<file path="config.mk">
export PLATFORM = sky130hd
export DESIGN_NAME = tetris_playfield
export DESIGN_NICKNAME = d
export VERILOG_FILES = /design/src/rtl/tetris_pkg.sv /design/src/rtl/tetris_color_gen.sv /design/src/rtl/tetris_playfield.sv
export SDC_FILE = /design/constraint.sdc
export NUM_CORES = 2
export LEC_CHECK = 0
export ABC_AREA = 0
export CAP_MARGIN = 20
export CORE_MARGIN = 10
export CORE_UTILIZATION = 45
export DETAILED_ROUTE_END_ITERATION = 8
export PLACE_DENSITY = 0.69
export SLEW_MARGIN = 10
export SYNTH_ARGS = -nofsm -noshare
export SYNTH_HDL_FRONTEND = slang
export SYNTH_SLANG_ARGS = --single-unit
</file>
<file path="constraint.sdc">
create_clock -name clk -period 26.4 [get_ports clk]
set_input_delay 3.96 -clock clk [delete_from_list [all_inputs] [get_ports clk]]
set_output_delay 3.96 -clock clk [all_outputs]
set_load 0.01 [all_outputs]
</file>
<file path="src/rtl/tetris_pkg.sv">
// Shared types and constants for the Tetris playfield store and its
// colour generator.
package tetris_pkg;

  localparam int DEF_ROWS = 20;
  localparam int DEF_COLS = 10;
  localparam int DEF_CW   = 3;

  typedef logic [DEF_CW-1:0] color_t;

  typedef enum logic [1:0] {
    IDLE  = 2'd0,
    SCAN  = 2'd1,
    SHIFT = 2'd2,
    DONE  = 2'd3
  } clr_state_t;

  // Galois-free Fibonacci LFSR x^16+x^14+x^13+x^11+1, shifting right:
  // feedback taps sit at bits 0, 2, 3 and 5 of the current value.
  localparam logic [15:0] LFSR_SEED     = 16'hACE1;
  localparam logic [15:0] LFSR_TAP_MASK = 16'h002D;

  // Feedback bit that enters at bit 15 on each shift.
  function automatic logic lfsr_feedback(input logic [15:0] l);
    return ^(l & LFSR_TAP_MASK);
  endfunction

endpackage

</file>
<file path="src/rtl/tetris_color_gen.sv">
// Next-piece colour generator. next_color is always in 1..7.
// Build option TETRIS_RAND_COLOR_EN: when defined a free-running LFSR
// picks the colour; otherwise a counter steps 1..7 and wraps.
module tetris_color_gen
  import tetris_pkg::*;
#(
  parameter int CW = DEF_CW
) (
  input  logic          clk,
  input  logic          rst,
  input  logic          color_req,
  output logic [CW-1:0] next_color
);

  localparam logic [CW-1:0] COLOR_ONE   = CW'(3'd1);
  localparam logic [CW-1:0] COLOR_SEVEN = CW'(3'd7);

  logic [CW-1:0] color_r;

`ifdef TETRIS_RAND_COLOR_EN
  logic [15:0] lfsr_r;

  // LFSR advances every cycle so the pick depends on request timing.
  always_ff @(posedge clk or posedge rst) begin
    if (rst) begin
      lfsr_r <= LFSR_SEED;
    end else begin
      lfsr_r <= {lfsr_feedback(lfsr_r), lfsr_r[15:1]};
    end
  end

  // Latch a new colour from the LFSR on each request.
  always_ff @(posedge clk or posedge rst) begin
    if (rst) begin
      color_r <= COLOR_ONE;
    end else if (color_req) begin
      color_r <= CW'(lfsr_r % 16'd7) + COLOR_ONE;
    end else begin
      color_r <= color_r;
    end
  end
`else
  // Step through colours 1..7 on each request, wrapping back to 1.
  always_ff @(posedge clk or posedge rst) begin
    if (rst) begin
      color_r <= COLOR_ONE;
    end else if (color_req) begin
      color_r <= (color_r >= COLOR_SEVEN) ? COLOR_ONE : color_r + COLOR_ONE;
    end else begin
      color_r <= color_r;
    end
  end
`endif

  assign next_color = color_r;

endmodule

</file>
<file path="src/rtl/tetris_playfield.sv">
// ROWS x COLS playfield of colour codes (0 = empty) with a registered
// read port, an IDLE-only write port and a line-clear engine that scans
// bottom-up, collapses full rows and rescans the dropped row.
// Build option TETRIS_RAND_COLOR_EN selects the LFSR colour generator.
module tetris_playfield
  import tetris_pkg::*;
#(
  parameter int ROWS = DEF_ROWS,
  parameter int COLS = DEF_COLS,
  parameter int CW   = DEF_CW
) (
  input  logic                      clk,
  input  logic                      rst,
  input  logic [$clog2(ROWS)-1:0]   rd_row,
  input  logic [$clog2(COLS)-1:0]   rd_col,
  output logic [CW-1:0]             rd_data,
  input  logic                      wr_en,
  input  logic [$clog2(ROWS)-1:0]   wr_row,
  input  logic [$clog2(COLS)-1:0]   wr_col,
  input  logic [CW-1:0]             wr_data,
  input  logic                      clear_start,
  output logic                      busy,
  output logic                      done,
  output logic [$clog2(ROWS+1)-1:0] lines_cleared,
  input  logic                      color_req,
  output logic [CW-1:0]             next_color
);

  localparam int RW = $clog2(ROWS);
  localparam int CI = $clog2(COLS);
  localparam int LW = $clog2(ROWS+1);

  localparam logic [RW:0]   ROWS_V  = (RW+1)'(ROWS);
  localparam logic [CI:0]   COLS_V  = (CI+1)'(COLS);
  localparam logic [RW-1:0] PTR_TOP = RW'(ROWS-1);
  localparam logic [RW-1:0] PTR_ONE = RW'(1'b1);
  localparam logic [RW-1:0] PTR_ZERO = RW'(1'b0);
  localparam logic [LW-1:0] LINES_ONE = LW'(1'b1);
  localparam logic [LW-1:0] LINES_ZERO = LW'(1'b0);

  logic [COLS-1:0][CW-1:0] grid_r [ROWS];
  logic [CW-1:0]           rd_data_r;

  clr_state_t    state_r, state_n;
  logic [RW-1:0] ptr_r, ptr_n;
  logic [LW-1:0] lines_r, lines_n;
  logic          busy_r, done_r;

  logic          rd_ok_s, wr_ok_s, shift_s, row_full_s;

  assign rd_ok_s = ({1'b0, rd_row} < ROWS_V) && ({1'b0, rd_col} < COLS_V);
  assign wr_ok_s = (state_r == IDLE) && wr_en &&
                   ({1'b0, wr_row} < ROWS_V) && ({1'b0, wr_col} < COLS_V);
  assign shift_s = (state_r == SHIFT);

  // Row under the scan pointer is full when every cell is non-zero.
  always_comb begin
    row_full_s = 1'b1;
    for (int c = 0; c < COLS; c++) begin
      row_full_s = row_full_s & (|grid_r[ptr_r][c]);
    end
  end

  // Registered read port; out-of-range addresses read as empty.
  always_ff @(posedge clk or posedge rst) begin
    if (rst) begin
      rd_data_r <= {CW{1'b0}};
    end else if (rd_ok_s) begin
      rd_data_r <= grid_r[rd_row][rd_col];
    end else begin
      rd_data_r <= {CW{1'b0}};
    end
  end

  // Grid storage: collapse rows 0..ptr down by one on SHIFT, else lock writes.
  always_ff @(posedge clk or posedge rst) begin
    if (rst) begin
      for (int r = 0; r < ROWS; r++) begin
        grid_r[r] <= '{default: {CW{1'b0}}};
      end
    end else if (shift_s) begin
      grid_r[0] <= '{default: {CW{1'b0}}};
      for (int r = 1; r < ROWS; r++) begin
        if (r <= int'(ptr_r)) begin
          grid_r[r] <= grid_r[r-1];
        end
      end
    end else if (wr_ok_s) begin
      grid_r[wr_row][wr_col] <= wr_data;
    end
  end

  // Line-clear next-state logic.
  always_comb begin
    state_n = state_r;
    ptr_n   = ptr_r;
    lines_n = lines_r;
    case (state_r)
      IDLE: begin
        if (clear_start) begin
          state_n = SCAN;
          ptr_n   = PTR_TOP;
          lines_n = LINES_ZERO;
        end else begin
          state_n = IDLE;
        end
      end
      SCAN: begin
        if (row_full_s) begin
          state_n = SHIFT;
        end else if (ptr_r == PTR_ZERO) begin
          state_n = DONE;
        end else begin
          ptr_n = ptr_r - PTR_ONE;
        end
      end
      SHIFT: begin
        lines_n = lines_r + LINES_ONE;
        state_n = SCAN;
      end
      DONE: begin
        state_n = IDLE;
      end
      default: begin
        state_n = IDLE;
      end
    endcase
  end

  // Line-clear state, pointer, count and registered status flags.
  always_ff @(posedge clk or posedge rst) begin
    if (rst) begin
      state_r <= IDLE;
      ptr_r   <= PTR_TOP;
      lines_r <= LINES_ZERO;
      busy_r  <= 1'b0;
      done_r  <= 1'b0;
    end else begin
      state_r <= state_n;
      ptr_r   <= ptr_n;
      lines_r <= lines_n;
      busy_r  <= (state_n != IDLE);
      done_r  <= (state_n == DONE);
    end
  end

  assign rd_data       = rd_data_r;
  assign busy          = busy_r;
  assign done          = done_r;
  assign lines_cleared = lines_r;

  tetris_color_gen #(.CW(CW)) u_color_gen (
    .clk        (clk),
    .rst        (rst),
    .color_req  (color_req),
    .next_color (next_color)
  );

endmodule

</file>
==> impl_metrics.py <==
metrics = {
    "floorplan": {
        "start_util_pct": 45.20,
        "dieWidth_um": 304.0,
        "die_h_um": 304.0,
        "ios": 39,
        "placementRows": 104,
        "core_area_sq_mm": 0.08029,
        "die_area_sq_mm": 0.09241,
    },
    "grt": {
        "grt_pass1_wl_mm": 211.9,
        "grt_max_degree": 220,
        "grt_overflow_total": 0,
        "grt_usage_pct": 29.39,
        "grt_pass1_vias": 32420,
        "grt_antenna_before_repair": 8,
    },
    "worst_hold_path": {
        "min_from": "grid_r[5]",
        "hp-class": "reg -> reg",
        "hold_depth": 2,
        "holdPathEnd": "grid_r[5]",
    },
    "finish": {
        "instances_no_fill": 5178,
        "fill_cells": 7396,
        "nets": 4097,
        "seq_area_sq_mm": 0.01552,
        "syn_to_final_growth_pct": 9.722,
        "multi_input_area_sq_mm": 0.01950,
        "drive_above_1_share_pct": 10.79,
    },
    "pwr": {
        "irDropWorstVdd_uv": 51.14,
        "power_mw": 2.810,
        "p_leak_nw": 15.44,
        "p_per_area_mw_per_mm2": 70.58,
    },
    "clock_network": {
        "insertion_delay_ps": 630,
        "cts_inserted_buffers": 69,
        "clk_pin_slew_ps": 60,
        "cts_setup_buffers": 0,
        "cts-htree-levels": 3,
        "clock_sinks": 620,
        "cts_tree": "done",
        "clockBufferDepth": 3,
        "ctsResizeCount": 0,
        "cts_root_buf": "clkbuf_16",
        "postCtsHoldBufs": 0,
    },
    "critical_path": {
        "cp.required_ps": 26890,
        "timing.rr.end": "done",
        "worst_setup_path_start_kind": "input port",
        "critPathKind": "in -> reg",
        "r2r_cells": 9,
        "worstPathArrival_ps": 8200,
        "path_max_fanout": 80,
        "ff2ff_setup_slack_ps": 21240,
        "endpoint_kind": "flip-flop",
        "rr_startpoint": "ptr_r[0]",
    },
    "sta": {
        "period_minus_slack_ps": 7708,
        "drv_slew": 0,
        "max_freq_ghz": 0.1297,
        "hold_viol": 0,
        "setup_tns_ps": 0,
        "fin_ws_ps": 18690,
        "min_period_over_period_pct": 29.20,
        "worst_hold_slack_ps": 514.4,
        "setup_violations": 0,
        "worstMarginPinSlew_ps": 1290,
        "clock_skew_ps": 35.01,
        "rsz0062_at_grt": "false",
        "relSlewSlack_pct": 13.98,
    },
    "status": {
        "status": "finished, final reports clean",
    },
    "place": {
        "gp_congestion": 1.014,
        "place_inst": 5049,
        "hpwl_mm": 90.99,
        "pre_cts_ws_ps": 18080,
        "portBuffers": 38,
    },
    "drt": {
        "drtIter0Drc": 5552,
        "vias_per_cell": 6.797,
        "wl_mm": 141.6,
        "first_pass_iters": 7,
        "wl_per_cell_um": 27.34,
        "drcViolationCount": 0,
        "antenna_left": 0,
        "num_vias": 35200,
    },
    "yosys": {
        "synth_cell_type_count": 66,
        "syn-num-nets": 4213,
        "yosys.area.top_type": "dfrtp_1",
        "syn-cell-area_sq_mm": 0.03629,
        "synth_top_area_share_pct": 42.47,
        "synth_cells": 4179,
        "synth.area.top_cells": "dfrtp_1 42%, a21oi_1 14%, mux4_2 11%, nor2_1 6.1%, o21ai_0 4.2%",
        "synth_area_per_cell_sq_um": 8.684,
        "ys_seq_elements": 620,
        "ys_warn_count": 0,
        "ys_seq_area_share_pct": 42.76,
        "async_reset_ff_share_pct": 100.0,
        "synth_edf_count": 0,
        "ys.flop_type": "dfrtp_1",
    },
    "job": {
        "maxCapViolations": 0,
    },
}
worst max-delay path, stage by stage:
cell	delay, ps
buf_8	630
buf_4	820
buf_4	650
mux4_2	580
mux4_2	500
mux2i_1	280
o21ai_0	140
nand3_1	190
o311a_1	190
o22ai_1	70
how the worst max path moves through the flow:
stage	slack [ps]	from	end	depth (start not counted)
finish	18690	rd_row[0]	rd_data[1]	10
global route	18350	rst	grid_r[385]	6
CTS	18720	rd_row[0]	rd_data[1]	10
detailed placement	18080	rd_row[0]	rd_data[0]	10
global placement	18100	rd_row[0]	rd_data[1]	10
floorplan	5080	rst	busy	1
layout make-up:
| class | instances | area share, % |
|---|---|---|
| antenna | 2 | 0.01257 |
| clock buffer | 102 | 5.059 |
| clock inverter | 22 | 0.5656 |
| inverter | 10 | 0.1131 |
| multi-input combinational | 3221 | 48.97 |
| sequential | 620 | 38.98 |
| tap | 1060 | 3.331 |
| timing repair buffer | 141 | 2.966 |
power breakdown:
group	switching [mW]	total [mW]	leakage (nW)	internal [mW]
clock network	0.417	0.978	1.09	0.561
logic	0.492	0.720	5.82	0.228
registers	0.102	1.11	8.53	1.01
layer usage:
metal	track usage (%)	wire length, um	vias to the layer above
met1	39.52	53280	16890
met2	39.99	57140	2587
met4	17.59	9765	10
met5	0.2112	67	-
li1	-	-	15200
met3	10.45	21320	508
Yosys cell counts (6+ instances only):
library cell  count
a22oi_1         137
and3_1            7
nand3_1          16
o31ai_1           7
nand2_1         388
o32ai_1           6
ha_1              8
buf_6             9
inv_1             7
a211oi_1         18
buf_2            33
a21oi_1         994
buf_4             9
o2111ai_1        10
nor2b_1          16
and2_1            7
or3_1             7
clkbuf_1        254
o21ai_1           8
mux4_2          183
o21ai_0         301
mux2i_1          18
nor3_1          259
o22ai_1          12
nor2_1          588
nand2b_1         14
nor4b_1          39
dfrtp_1         616
buf_1            23
o211ai_1          6
o41ai_1           6
nor4_1           96
stage by stage:
| step | utilization [%] | cell area, sq um |
|---|---|---|
| detailed placement | 46.77 | 37550 |
| floorplan | - | 36290 |
| CTS | 49.56 | 39790 |
| global placement | 46.72 | 37510 |
| finish | 49.60 | 39820 |
| global route | 49.59 | 39820 |
flip-flops by register name (all words and copies together) (netlist names):
| register | flops |
|---|---|
| ptr_r | 5 |
| state_r | 2 |
| u_color_gen.next_color | 3 |
| busy | 1 |
| rd_data | 3 |
| lines_cleared | 5 |
| grid_r | 600 |
| done | 1 |
cell families (layout without fill, tap and decap cells):
| kind of cell | count (synthesis) | in the layout | share of synthesized area (%) |
|---|---|---|---|
| compound gates | 1549 | 1549 | 23.25 |
| xor+xnor | 2 | 2 | 0.04827 |
| fa+ha+maj | 8 | 8 | 0.2758 |
| buf+inv | 338 | 275 | 3.889 |
| flops | 620 | 620 | 42.76 |
| mux | 204 | 204 | 11.95 |
| other cells | 0 | 2 | 0 |
| simple gates | 1458 | 1458 | 17.83 |
placed cells by master (no fill, tap or decap), types with 5 or more instances in the layout:
| cell | n |
|---|---|
| o211ai_1 | 6 |
| o32ai_1 | 6 |
| o22ai_1 | 12 |
| nor4b_1 | 39 |
| ha_1 | 8 |
| o41ai_1 | 6 |
| nor2_2 | 6 |
| mux4_2 | 183 |
| clkbuf_1 | 20 |
| a211oi_1 | 18 |
| clkbuf_8 | 10 |
| clkinv_2 | 9 |
| nor2_1 | 582 |
| nand3_1 | 16 |
| mux2i_1 | 18 |
| dfrtp_1 | 616 |
| a22oi_1 | 137 |
| o21ai_0 | 301 |
| clkdlybuf4s50_1 | 33 |
| nor4_2 | 5 |
| o21ai_1 | 6 |
| buf_4 | 100 |
| a21o_1 | 5 |
| nor2b_1 | 15 |
| nor4_1 | 93 |
| inv_1 | 6 |
| nor3_1 | 251 |
| a21oi_1 | 993 |
| nand2_1 | 388 |
| nand2b_1 | 12 |
| nor3_2 | 7 |
| a221oi_1 | 5 |
| o2111ai_1 | 10 |
| and3_1 | 6 |
| o31ai_1 | 7 |
| or3_1 | 7 |
| clkbuf_16 | 72 |
No activity file was read; power rests on OpenSTA's default activity.
